**src/rtl/bp_be_accel_wb_scheduler_if.sv**
```systemverilog
// Forward uncached-write channel and reverse completion channel between the
// write-back scheduler (master) and the memory-forward stream pump (slave).
interface bp_be_accel_wb_scheduler_if #(
    parameter int paddr_width_p = 40,
    parameter int data_width_p  = 128
);
    logic [paddr_width_p-1:0] fwd_addr;
    logic [data_width_p-1:0]  fwd_data;
    logic                     fwd_dest;
    logic                     fwd_v;
    logic                     fwd_ready_and;
    logic                     rev_v;

    modport master (
        output fwd_addr, fwd_data, fwd_dest, fwd_v,
        input  fwd_ready_and, rev_v
    );

    modport slave (
        input  fwd_addr, fwd_data, fwd_dest, fwd_v,
        output fwd_ready_and, rev_v
    );
endinterface

```
**src/rtl/bp_be_accel_wb_scheduler.sv**
```systemverilog
// Round-robin write-back scheduler: two per-destination address generators
// feed one registered forward beat slot, throttled by write credits.
module bp_be_accel_wb_scheduler #(
    parameter int paddr_width_p = 40,
    parameter int data_width_p  = 128,
    parameter int len_width_p   = 16,
    parameter int credits_p     = 8
) (
    input  logic                                 clk_i,
    input  logic                                 reset_n_i,
    input  logic                                 cfg_v_i,
    input  logic                                 cfg_dest_i,
    input  logic [paddr_width_p-1:0]             cfg_base_i,
    input  logic [len_width_p-1:0]               cfg_len_i,
    input  logic [2*data_width_p-1:0]            req_data_i,
    input  logic [1:0]                           req_v_i,
    output logic [1:0]                           req_yumi_o,
    bp_be_accel_wb_scheduler_if.master           mem,
    output logic [$clog2(credits_p+1)-1:0]       credits_o,
    output logic                                 busy_o,
    output logic [1:0]                           done_o,
    output logic                                 err_o
);
    localparam int cw = $clog2(credits_p + 1);
    localparam logic [cw-1:0] credits_full = cw'(credits_p);

    typedef enum logic [1:0] {ST_IDLE, ST_ACTIVE, ST_DRAIN} dest_state_e;

    logic [cw-1:0]            credits_reg, credits_next;
    logic                     rr_reg, rr_next;
    logic                     err_reg, err_next;
    logic                     out_v_reg;
    logic [paddr_width_p-1:0] out_addr_reg;
    logic [data_width_p-1:0]  out_data_reg;
    logic                     out_dest_reg;

    logic [1:0]                    elig, grant, active_vec, drain_vec, done_vec, err_vec;
    logic [1:0][paddr_width_p-1:0] addr_all;
    logic                          any_grant, gnt_dest, can_load, drained, rev_ok, rev_err;

    // The slot can accept a new beat if empty or if its beat leaves this cycle.
    assign can_load  = ~out_v_reg | mem.fwd_ready_and;
    assign drained   = ~out_v_reg & (credits_reg == credits_full);
    assign rev_ok    = mem.rev_v & (credits_reg != credits_full);
    assign rev_err   = mem.rev_v & (credits_reg == credits_full);
    assign any_grant = |grant;
    assign gnt_dest  = grant[1];

    for (genvar gi = 0; gi < 2; gi++) begin : g_dest
        dest_state_e              state_reg, state_next;
        logic [paddr_width_p-1:0] addr_reg, addr_next;
        logic [len_width_p-1:0]   rem_reg, rem_next;
        logic                     done_reg, done_next;
        logic                     zpend_reg, zpend_next;
        logic                     cfg_hit;

        assign cfg_hit        = cfg_v_i & (cfg_dest_i == 1'(gi));
        assign elig[gi]       = req_v_i[gi] & (state_reg == ST_ACTIVE) & (credits_reg != '0) & can_load;
        assign active_vec[gi] = (state_reg == ST_ACTIVE);
        assign drain_vec[gi]  = (state_reg == ST_DRAIN);
        assign done_vec[gi]   = done_reg;
        assign addr_all[gi]   = addr_reg;
        assign err_vec[gi]    = (cfg_hit & (state_reg != ST_IDLE)) |
                                (req_v_i[gi] & (state_reg != ST_ACTIVE));

        always_ff @(posedge clk_i or negedge reset_n_i) begin
            if (!reset_n_i) begin
                state_reg <= ST_IDLE;
                addr_reg  <= '0;
                rem_reg   <= '0;
                done_reg  <= 1'b0;
                zpend_reg <= 1'b0;
            end else begin
                state_reg <= state_next;
                addr_reg  <= addr_next;
                rem_reg   <= rem_next;
                done_reg  <= done_next;
                zpend_reg <= zpend_next;
            end
        end

        always_comb begin
            state_next = state_reg;
            addr_next  = addr_reg;
            rem_next   = rem_reg;
            done_next  = done_reg;
            zpend_next = zpend_reg;
            case (state_reg)
                ST_IDLE: begin
                    if (cfg_hit) begin
                        addr_next = cfg_base_i;
                        rem_next  = cfg_len_i;
                        done_next = 1'b0;
                        if (cfg_len_i != '0) begin
                            state_next = ST_ACTIVE;
                            zpend_next = 1'b0;
                        end else begin
                            // Zero-length job completes in IDLE once traffic settles.
                            zpend_next = 1'b1;
                        end
                    end else if (zpend_reg && drained) begin
                        done_next  = 1'b1;
                        zpend_next = 1'b0;
                    end
                end
                ST_ACTIVE: begin
                    if (grant[gi]) begin
                        addr_next = addr_reg + paddr_width_p'(16);
                        rem_next  = rem_reg - len_width_p'(1);
                        if (rem_reg == len_width_p'(1)) state_next = ST_DRAIN;
                    end
                end
                ST_DRAIN: begin
                    if (drained) begin
                        done_next  = 1'b1;
                        state_next = ST_IDLE;
                    end
                end
                default: state_next = ST_IDLE;
            endcase
        end
    end

    always_comb begin
        grant = 2'b00;
        if (elig[rr_reg])       grant[rr_reg]  = 1'b1;
        else if (elig[~rr_reg]) grant[~rr_reg] = 1'b1;
    end

    always_comb begin
        rr_next      = any_grant ? ~gnt_dest : rr_reg;
        err_next     = err_reg | (|err_vec) | rev_err;
        credits_next = credits_reg;
        // Credits are reserved at grant and returned on completion.
        case ({any_grant, rev_ok})
            2'b10:   credits_next = credits_reg - cw'(1);
            2'b01:   credits_next = credits_reg + cw'(1);
            default: credits_next = credits_reg;
        endcase
    end

    always_ff @(posedge clk_i or negedge reset_n_i) begin
        if (!reset_n_i) begin
            credits_reg  <= credits_full;
            rr_reg       <= 1'b0;
            err_reg      <= 1'b0;
            out_v_reg    <= 1'b0;
            out_addr_reg <= '0;
            out_data_reg <= '0;
            out_dest_reg <= 1'b0;
        end else begin
            credits_reg <= credits_next;
            rr_reg      <= rr_next;
            err_reg     <= err_next;
            if (any_grant) begin
                out_v_reg    <= 1'b1;
                out_addr_reg <= addr_all[gnt_dest];
                out_data_reg <= gnt_dest ? req_data_i[2*data_width_p-1:data_width_p]
                                         : req_data_i[data_width_p-1:0];
                out_dest_reg <= gnt_dest;
            end else if (mem.fwd_ready_and) begin
                out_v_reg <= 1'b0;
            end
        end
    end

    assign req_yumi_o   = grant;
    assign mem.fwd_v    = out_v_reg;
    assign mem.fwd_addr = out_addr_reg;
    assign mem.fwd_data = out_data_reg;
    assign mem.fwd_dest = out_dest_reg;
    assign credits_o    = credits_reg;
    assign done_o       = done_vec;
    assign err_o        = err_reg;
    assign busy_o       = (|active_vec) | (|drain_vec) | out_v_reg | (credits_reg != credits_full);
endmodule
```
**src/flat_wrapper.sv**
```systemverilog
// flat-port wrapper written by rule: the top's interface ports become plain ports
module bp_be_accel_wb_scheduler_flat 
#(
    parameter int paddr_width_p = 40,
    parameter int data_width_p  = 128,
    parameter int len_width_p   = 16,
    parameter int credits_p     = 8
)
  (clk_i, reset_n_i, cfg_v_i, cfg_dest_i, cfg_base_i, cfg_len_i, req_data_i, req_v_i, req_yumi_o, credits_o, busy_o, done_o, err_o, mem_fwd_addr, mem_fwd_data, mem_fwd_dest, mem_fwd_v, mem_fwd_ready_and, mem_rev_v);
  bp_be_accel_wb_scheduler_if #(.paddr_width_p(paddr_width_p), .data_width_p(data_width_p)) mem_i ();
  input  logic clk_i;
  input  logic reset_n_i;
  input  logic cfg_v_i;
  input  logic cfg_dest_i;
  input  logic [paddr_width_p-1:0] cfg_base_i;
  input  logic [len_width_p-1:0] cfg_len_i;
  input  logic [2*data_width_p-1:0] req_data_i;
  input  logic [1:0] req_v_i;
  output logic [1:0] req_yumi_o;
  output logic [$clog2(credits_p+1)-1:0] credits_o;
  output logic busy_o;
  output logic [1:0] done_o;
  output logic err_o;
  output wire logic [$bits(mem_i.fwd_addr)-1:0] mem_fwd_addr;
  output wire logic [$bits(mem_i.fwd_data)-1:0] mem_fwd_data;
  output wire logic [$bits(mem_i.fwd_dest)-1:0] mem_fwd_dest;
  output wire logic [$bits(mem_i.fwd_v)-1:0] mem_fwd_v;
  input wire logic [$bits(mem_i.fwd_ready_and)-1:0] mem_fwd_ready_and;
  input wire logic [$bits(mem_i.rev_v)-1:0] mem_rev_v;
  assign mem_fwd_addr = mem_i.fwd_addr;
  assign mem_fwd_data = mem_i.fwd_data;
  assign mem_fwd_dest = mem_i.fwd_dest;
  assign mem_fwd_v = mem_i.fwd_v;
  assign mem_i.fwd_ready_and = mem_fwd_ready_and;
  assign mem_i.rev_v = mem_rev_v;
  bp_be_accel_wb_scheduler #(.paddr_width_p(paddr_width_p), .data_width_p(data_width_p), .len_width_p(len_width_p), .credits_p(credits_p)) u_core (.clk_i(clk_i), .reset_n_i(reset_n_i), .cfg_v_i(cfg_v_i), .cfg_dest_i(cfg_dest_i), .cfg_base_i(cfg_base_i), .cfg_len_i(cfg_len_i), .req_data_i(req_data_i), .req_v_i(req_v_i), .req_yumi_o(req_yumi_o), .mem(mem_i), .credits_o(credits_o), .busy_o(busy_o), .done_o(done_o), .err_o(err_o));
endmodule
```
**config.mk**
```make
export PLATFORM = sky130hd
export DESIGN_NAME = bp_be_accel_wb_scheduler_flat
export DESIGN_NICKNAME = d
export VERILOG_FILES = /design/src/rtl/bp_be_accel_wb_scheduler_if.sv /design/src/rtl/bp_be_accel_wb_scheduler.sv /design/src/flat_wrapper.sv
export SDC_FILE = /design/constraint.sdc
export NUM_CORES = 1
export LEC_CHECK = 0
export ABC_AREA = 0
export ABC_CLOCK_PERIOD_IN_PS = 4000
export CAP_MARGIN = 30
export CORE_AREA = 2 2 196 198
export DETAILED_ROUTE_END_ITERATION = 12
export DIE_AREA = 0 0 198 200
export DONT_BUFFER_PORTS = 1
export SLEW_MARGIN = 15
export SYNTH_ARGS = -nofsm -noshare
export SYNTH_HDL_FRONTEND = slang
export SYNTH_SLANG_ARGS = --single-unit
export TNS_END_PERCENT = 10
```
**constraint.sdc**
```tcl
create_clock -name clk_i -period 4 [get_ports clk_i]
set_input_delay 0.8 -clock clk_i [delete_from_list [all_inputs] [get_ports clk_i]]
set_output_delay 0.8 -clock clk_i [all_outputs]
set_load 0.02 [all_outputs]
```
==> out/qor.csv <==
stage,metric,value,unit
run_status,status,finished with violations,
run_status,violations,negative hold slack,
yosys,ys_warn_count,0,
placement,gp_congestion,0.931,
placement,hpwl,39300,um
cts,clk_pin_slew,0.06,ns
grt,grt_usage,0.270,
cts,cts.repair.resized,0,
cts,clk_path_buf_depth,3,
grt,grt_pass1_wl,81000,um
drt,first_pass_iters,6,
worst_setup_path,cp_slowest_cell,or4_4,
worst_setup_path,crit_fanout,19,
worst_setup_path,critPathLaunchType,flip-flop,
yosys,synth_edf_count,0,
floorplan,die_y,200,um
worst_setup_path,path_class,flip-flop to flip-flop,
finish,drive_above_1_share,0.0828,
sta,setup_viol,0,
worst_setup_path,arrival,3.58,ns
sta,max_slew_margin,0.398,
finish,fin_cells,2176,
yosys,syn_nets,2006,
job,drv_cap,0,
floorplan,die-area,39600,um2
yosys,avgSynthCellArea,9.03,um2
worst_setup_path,crit_chain,"or4_4, nand4_2, o21ai_4, clkinv_1, buf_4, ha_1, inv_1, ha_1, a21o_1, a21oi_1, xnor2_1, nor2_1, xor2_1",
cts,cts.sinks,296,
yosys,syn_inst,1676,
drt,num_vias,13300,
worst_hold_path,min_path_type,primary input to async pin,
finish,largest_reg_flops,128,
placement,io_buffers,0,
worst_setup_path,worstSetupEndpointType,flip-flop,
finish,synthToLayoutAreaGrowth,10.6,%
worst_setup_path,cp_data_required_time,4.47,ns
power_and_ir_drop,power_density,941,nW/um2
sta,rsz0062_at_grt,false,
power_and_ir_drop,leakagePower,0.00704,uW
finish,stdcell_area,16700,um2
worst_setup_path,max_stage_delay,0.62,ns
grt,antenna_found_initial,12,
power_and_ir_drop,vdd_drop_max,0.000398,V
sta,tightest_slew,0.896,ns
grt,grt_pass1_vias,12600,
sta,clock.fmax,321,MHz
floorplan,rows,71,
sta,fin_skew,0.0163,ns
yosys,async_reset_ff_frac,1.00,
yosys,synth_ff_type,dfrtp_1,
cts,numCtsBuffers,35,
drt,vias_per_cell,6.12,
floorplan,ioPinCount,500,
sta,slew_viol_final,0,
drt,detail_route.wl_per_cell,25.4,um
cts,root_buffer,clkbuf_16,
sta,hold_slack,-0.0125,ns
drt,wl,55200,um
drt,drc,0,
yosys,synth-seq-cells,296,
cts,htreeDepth,2,
grt,grt_overflow,0,
yosys,synth_area,15100,um2
sta,period_share,0.778,
cts,cts_setup_buffers,0,
placement,place_area,15500,um2
cts,clkLatencyLatePin,0.54,ns
drt,ant_nets,0,
floorplan,die_x,198,um
floorplan,start_util,0.405,
yosys,synth_cell_type_count,80,
placement,dp.cells,2101,
sta,layout_min_cycle_time,3.11,ns
floorplan,core_area,37400,um2
sta,tns,0,ns
worst_setup_path,crit_top_cell,ha_1,
grt,grt_max_degree,297,
cts,cts_tree,built,
yosys,ys_seq_area_frac,0.490,
finish,fin_nets,1957,
sta,hold_violations,3,
drt,drtIter0Drc,1143,
metal layers:
metal / share of wire / global-route usage
met3: 0.11 / 0.0988
met4: 0.038 / 0.131
met5: 0.00047 / 0
met1: 0.38 / 0.338
met2: 0.47 / 0.415
where the power goes:
group	leakage [uW]	total, uW	internal, uW	switching (uW)
sequential	0.00352	7130	4450	2670
clock	0.000586	3300	1960	1330
combinational	0.00294	5320	2010	3320
worst max-delay path: cells and delay by family (launching register included):
kind,cells,cell delay [ns]
DFF,1,0.52
adders and majority gates,2,0.52
xor gates and xnor gates,2,0.27
buffers and inverters,3,0.42
AOI/OAI and AO/OA,3,0.42
and+or+nand+nor,3,0.87
synth_stat cells, drive strengths merged, types with 5 or more instances:
cell	n	share of area
and2	21	0.0087
o21ai	200	0.066
ha	9	0.0074
nand3	54	0.019
nor2b	6	0.0025
inv	149	0.037
nor2	106	0.027
and3	14	0.0058
o32ai	6	0.0035
clkbuf	76	0.019
a21o	5	0.0025
and4	6	0.0038
or3	10	0.0041
nand2	144	0.036
a21oi	96	0.032
buf	44	0.018
a22oi	140	0.069
nor4	19	0.011
o211ai	13	0.0065
a31oi	34	0.014
o22ai	30	0.012
nand4	30	0.013
dfrtp	295	0.49
or4	9	0.0050
nor3	33	0.012
o21a	7	0.0035
o22a	8	0.0046
a221o	17	0.011
nand2b	8	0.0033
mux2i	7	0.0046
a211oi	12	0.0063
a311oi	5	0.0029
worst paths after layout:
kind                                                     startpoint  cells past startpoint  slack [ns]                                  endpoint
setup / recovery                    u_core.credits_o[0]$_DFFE_PN0P_                     13        0.89           u_core.credits_o[3]$_DFFE_PN1P_
hold / removal                                            reset_n_i                      0       -0.01  u_core.g_dest[0].addr_reg[5]$_DFFE_PN0P_
setup reg to reg                    u_core.credits_o[0]$_DFFE_PN0P_                     13        0.89           u_core.credits_o[3]$_DFFE_PN1P_
hold reg to reg            u_core.g_dest[1].addr_reg[2]$_DFFE_PN0P_                      2        0.47  u_core.g_dest[1].addr_reg[2]$_DFFE_PN0P_
max in group asynchronous                                 reset_n_i                      0        3.36       u_core.mem.fwd_data[35]$_DFFE_PN0P_
min in group clk_i                                    cfg_base_i[1]                      2        0.36  u_core.g_dest[1].addr_reg[1]$_DFFE_PN0P_
placed cells by master (no fill, tap or decap), types with 17 or more instances in the layout:
cell,n
clkbuf_16,35
o22ai_1,30
inv_1,147
nand2_1,144
a31oi_1,34
dfrtp_1,295
and2_1,21
nor3_1,30
a22oi_1,140
o21ai_1,65
nor2_1,103
a221o_1,17
nand4_1,28
buf_4,31
a21oi_1,96
o21ai_0,133
nand3_1,51
cells by family after synthesis:
logic type / after synthesis / share of synthesized area
mux: 9 / 0.00612
flops: 296 / 0.490
xor+xnor: 4 / 0.00232
compound gates: 609 / 0.257
buf+inv: 270 / 0.0745
fa+ha+maj: 10 / 0.00877
simple gates: 478 / 0.161
through the flow:
step           hold slack (ns)  setup slack, ns  power (uW)  utilization
3_3_place_gp             0.458            0.892       12300        0.415
6_report               -0.0125            0.889       15700        0.448
3_5_place_dp             0.463            0.890       12400        0.415
5_1_grt                -0.0472            0.709       16800        0.447
2_1_floorplan            0.446            0.942       10700            -
4_1_cts                -0.0502            0.887       15800        0.447
area by class of cell:
cell class,instances,area (um2)
clock inverters,17,180
diodes,11,27.5
flip-flops and latches,296,7410
repair buffers,34,293
clock buffers,47,1000
inverters,150,571
multi-input cells,1110,6620
well taps,511,639
fillers,3642,20700
Note: power is estimated with default switching activity, not from simulation.
